===== src/rtl/tc_pl_bus_tx_sched.sv =====
// Round-robin scheduler for a shared transmit bus: grants one requester, sequences
// the chip-select stage and then the data stage, with a per-phase timeout.
module tc_pl_bus_tx_sched #(
    parameter int REQ_NUM = 4,
    parameter int TMO_W   = 16
) (
    input  logic               clk,
    input  logic               rst,
    input  logic [REQ_NUM-1:0] req,
    output logic [REQ_NUM-1:0] gnt,
    output logic [REQ_NUM-1:0] done,
    output logic               err,
    output logic               busy,
    output logic               csn_en,
    input  logic               csn_cmpt,
    output logic               dat_en,
    input  logic               dat_cmpt,
    input  logic [TMO_W-1:0]   tmo_cfg
);

    localparam int IW = (REQ_NUM > 2) ? $clog2(REQ_NUM) : 1;

    typedef enum logic [1:0] {
        S_IDLE = 2'd0,
        S_CSN  = 2'd1,
        S_DAT  = 2'd2,
        S_DONE = 2'd3
    } state_t;

    state_t           state;
    logic [IW-1:0]    last;
    logic [IW-1:0]    win;
    logic [IW-1:0]    pick;
    logic [IW-1:0]    cand;
    logic             found;
    logic [TMO_W-1:0] cnt;
    logic [TMO_W-1:0] cnt_inc;
    logic             tmo_hit;

    // Search starts one past the previous winner and wraps.
    always_comb begin
        pick  = last;
        cand  = '0;
        found = 1'b0;
        for (int k = 1; k <= REQ_NUM; k++) begin
            cand = IW'((int'(last) + k) % REQ_NUM);
            if (!found && req[cand]) begin
                pick  = cand;
                found = 1'b1;
            end
        end
    end

    // Compare is live against tmo_cfg so a mid-phase change applies at once.
    assign tmo_hit = (tmo_cfg != '0) && (cnt == tmo_cfg - TMO_W'(1));
    assign cnt_inc = (cnt == '1) ? cnt : cnt + TMO_W'(1);

    always_ff @(posedge clk) begin
        if (!rst) begin
            state  <= S_IDLE;
            gnt    <= '0;
            done   <= '0;
            err    <= 1'b0;
            busy   <= 1'b0;
            csn_en <= 1'b0;
            dat_en <= 1'b0;
            cnt    <= '0;
            last   <= IW'(REQ_NUM - 1);
            win    <= IW'(REQ_NUM - 1);
        end else begin
            done <= '0;
            err  <= 1'b0;
            case (state)
                S_IDLE: begin
                    if (req != '0) begin
                        win    <= pick;
                        gnt    <= REQ_NUM'(1) << pick;
                        csn_en <= 1'b1;
                        busy   <= 1'b1;
                        cnt    <= '0;
                        state  <= S_CSN;
                    end
                end
                S_CSN: begin
                    if (csn_cmpt) begin
                        dat_en <= 1'b1;
                        cnt    <= '0;
                        state  <= S_DAT;
                    end else if (tmo_hit) begin
                        done   <= gnt;
                        err    <= 1'b1;
                        gnt    <= '0;
                        csn_en <= 1'b0;
                        dat_en <= 1'b0;
                        state  <= S_DONE;
                    end else begin
                        cnt <= cnt_inc;
                    end
                end
                S_DAT: begin
                    if (dat_cmpt || tmo_hit) begin
                        done   <= gnt;
                        err    <= !dat_cmpt;
                        gnt    <= '0;
                        csn_en <= 1'b0;
                        dat_en <= 1'b0;
                        state  <= S_DONE;
                    end else begin
                        cnt <= cnt_inc;
                    end
                end
                S_DONE: begin
                    last  <= win;
                    busy  <= 1'b0;
                    state <= S_IDLE;
                end
                default: begin
                    gnt    <= '0;
                    csn_en <= 1'b0;
                    dat_en <= 1'b0;
                    busy   <= 1'b1;
                    state  <= S_DONE;
                end
            endcase
        end
    end

endmodule


===== config.mk =====
export PLATFORM = sky130hd
export DESIGN_NAME = tc_pl_bus_tx_sched
export DESIGN_NICKNAME = d
export VERILOG_FILES = /design/src/rtl/tc_pl_bus_tx_sched.sv
export SDC_FILE = /design/constraint.sdc
export NUM_CORES = 1
export LEC_CHECK = 0
export ABC_AREA = 1
export CAP_MARGIN = 10
export CORE_MARGIN = 4
export CORE_UTILIZATION = 50
export DETAILED_ROUTE_END_ITERATION = 10
export HOLD_SLACK_MARGIN = 0.03
export PLACE_DENSITY = 0.73
export SKIP_CTS_REPAIR_TIMING = 1
export SLEW_MARGIN = 40
export SYNTH_ARGS = -nofsm -noshare
export SYNTH_HDL_FRONTEND = slang
export SYNTH_SLANG_ARGS = --single-unit

===== constraint.sdc =====
create_clock -name clk -period 2.5 [get_ports clk]
set_input_delay 0.25 -clock clk [delete_from_list [all_inputs] [get_ports clk]]
set_output_delay 0.25 -clock clk [all_outputs]
set_load 0.05 [all_outputs]

==> metrics <==
drt pass-1 iters=4; Compound-Gate Fraction of Synth Area=0.1310; clock buffer depth=2; syn_area_per_cell=6.070 sq um; Num CTS Buffers=5; Initial Utilization=0.5308; LEAKAGE=1.544 nW; H-tree depth=2; DIE WIDTH=82.57 um; FF-to-FF End=gnt[1]; post-route ant nets=0; crit start category=input port; number of synthesized flops with an enable pin=0; NumNets Final=540; Final min period=2.277 ns; P&R area growth vs syn=22.19%; maximum vdd drop=425.2 uV; first-pass GRT wire length=11670 um; crit-path most repeated cell=nand2_1; vias in the first global route=2589; routed len/inst=11.78 um; Die Y=82.57 um; Hold Path Depth=2; Reg2Reg Setup Slack=0.30 ns; syn nets=489; Worst setup EP type=flip-flop; CP top delay family=simple AND/OR/NAND/NOR gates; Synth top area share=0.2448; Worst Path Arrival=2.52 ns; Final Slew Violations=0; reg2reg path depth=10; final hold viol count=0; max-cap violations=0; area leader, netlist=dfxtp_1; DRC Markers=0; CP required=2.74 ns; Post-DP HPWL=5614 um; Synth Warn #=0; row cnt=26; Total GRT Usage=0.2169; Iteration-0 DRC Markers=163; Worst-Skew Late Latency=0.29 ns; number of fill cells=499; core area=5238 sq um; crit path launch=tmo_cfg[0]; period utilization=0.9108; drt total wl=6835 um; clock sink count=34; headroom to the max-slew limit=0.6676; Worst R2R Start=last[0]; Synth cell types=36; fin cells=580; Synth Area in Adders=0.03150; Synth Flop Type=dfxtp_1; slowest CP cell=clkdlybuf4s50_1; layout cell share with drive strength beyond 1=0.1235; Mapped Cells=458; Inst Count DP=572; hold_ws=0.4466 ns; xor-xnor portion of the synthesized cell area=0.06931; CTS root buf=clkbuf_8; Port Buffers=35; post-synthesis sequential area ratio=0.2448; result of the run=finished clean; Post-Synth Simple-Gate Area=0.4293; Antenna diodes=0; cell area after synthesis=2780 sq um; CP Capture Point=state[0]; CP Buf/Inv Count=4; fmax=439.2 MHz; # IOs=36; largest net degree at the start of global routing=16; CP max stage delay=0.49 ns; final setup vio count=0; final design utilization=0.6486; drt via density=5.064; Async S/R FF share, synth=0; RSZ-0062 raised after global routing=false; synthesized flop and latch total=34; clk_skew=0.01125 ns; PD cells=755.6 nW/um^2; CP cell instances=clkdlybuf4s50_1 > inv_2 > ha_1 > nand2_1 > inv_1 > nor2_1 > nand2_1 > nor2_1 > nand3_1 > nor2_1 > nand2_1 > nor2_2 > nand2_2 > buf_4 > nand2_1 > nand2_1 > a21oi_1 > o21a_1; Worst Hold Class=reg2reg; main combinational cell family by area after synthesis=simple AND/OR/NAND/NOR gates; total gr overflow=0; initial antenna violation count=0; CP max FO=4; Die ar.=6817 sq um; measured slew at the worst slew-check pin=0.4971 ns; top post-synthesis cells by area=dfxtp_1, nand2_1, nor2_1, nand3_1, inv_1; Via Count=2937; WP depth=18; CTS tree=built; CTS clk-pin slew, worst paths=0.07 ns; critical path class=in2reg; RD Place Congestion=0.9234; post-synthesis mux area share=0
-- where the power goes --
part | switching [mW] | internal [mW]
clock network | 0.197 | 0.196
registers | 0.131 | 0.665
logic | 0.886 | 0.491
-- worst min path at each step --
stage               endpoint    from  slack [ns]
global placement     done[3]  gnt[3]        0.44
global route         done[0]  gnt[0]        0.46
CTS                  done[0]  gnt[0]        0.44
detailed placement   done[3]  gnt[3]        0.45
finish               done[0]  gnt[0]        0.45
floorplan               busy     rst        0.39
-- through the flow --
step           setup TNS, ns  instance area [sq um]  setup WS [ns]  power [mW]
6_report                   0                   3397         0.2230       2.567
3_5_place_dp          -1.388                   3294       -0.08724       2.148
2_1_floorplan              0                   2780         0.5518       1.744
3_3_place_gp         -0.3645                   3294       -0.02817       2.127
5_1_grt                    0                   3397        0.01317       2.775
4_1_cts                    0                   3381         0.2012       2.551
-- worst reg2reg max path, delay by kind of cell, from the launching register on --
| kind | cells | cell delay (ns) |
|---|---|---|
| buffers and inverters | 1 | 0.10 |
| DFF | 1 | 0.58 |
| AOI/OAI and AO/OA | 3 | 0.70 |
| and+or+nand+nor | 6 | 0.74 |
-- cells in the mapped netlist, types with 5 or more instances --
cell       n
xnor2_1   11
dfxtp_1   34
nor3_1     7
nand3_1   41
nor2_2    11
nand4_1    5
inv_1     50
xor2_1    11
a21oi_2    6
nor2_1    60
a21oi_1   21
o21ai_0   23
nand2_2    9
nand2_1  123
ha_1       7
-- registers in the layout, indices dropped and copies added, names as in the netlist, 2 cells and up --
| register | cells |
|---|---|
| gnt | 4 |
| done | 4 |
| cnt | 16 |
| win | 2 |
| last | 2 |
| state | 2 |
-- logic make-up (layout without fill, tap and decap cells) --
family                     count (synthesis)  after routing
AOI/OAI and AO/OA                         63             63
xor gates and xnor gates                  22             22
adders and majority gates                  7              7
buffers and inverters                     64            116
DFF                                       34             34
and+or+nand+nor                          268            268
-- layout make-up --
cell class                      instances  area (sq um)  share of cell area
Multi-Input combinational cell        360          1854              0.5459
Timing Repair Buffer                   52         478.0              0.1407
Clock buffer                            6         72.57             0.02136
Sequential cell                        34         680.7              0.2004
Clock inverter                          2         13.76            0.004052
Tap cell                               70         87.58             0.02578
Inverter                               56         210.2             0.06188
-- placed cells by master (no fill, tap or decap), drive strengths merged --
cell           synthesis  layout
clkinv                 2       4
o21bai                 2       2
nor4                   1       1
ha                     7       7
inv                   54      54
nand3b                 3       3
nand4                  5       5
nand3                 42      42
o31ai                  1       1
nand2                135     135
o211a                  1       1
nor3b                  2       2
o21ai                 26      26
nor3                   7       7
o22ai                  1       1
xor2                  11      11
clkbuf                 2       6
o211ai                 3       3
buf                    6      17
xnor2                 11      11
a21oi                 27      27
nor2                  73      73
a211oi                 1       1
dfxtp                 34      34
clkdlybuf4s50          0      35
o21a                   1       1
-- per-layer routing --
layer | up-vias | global-route usage | wire (um)
li1 | 1564 | - | -
met1 | 1296 | 0.3112 | 3392
met2 | 69 | 0.3389 | 2983
met3 | 8 | 0.03905 | 407
met4 | 0 | 0.04412 | 52
met5 | - | 0 | 0
(Power assumes the default switching activity.)
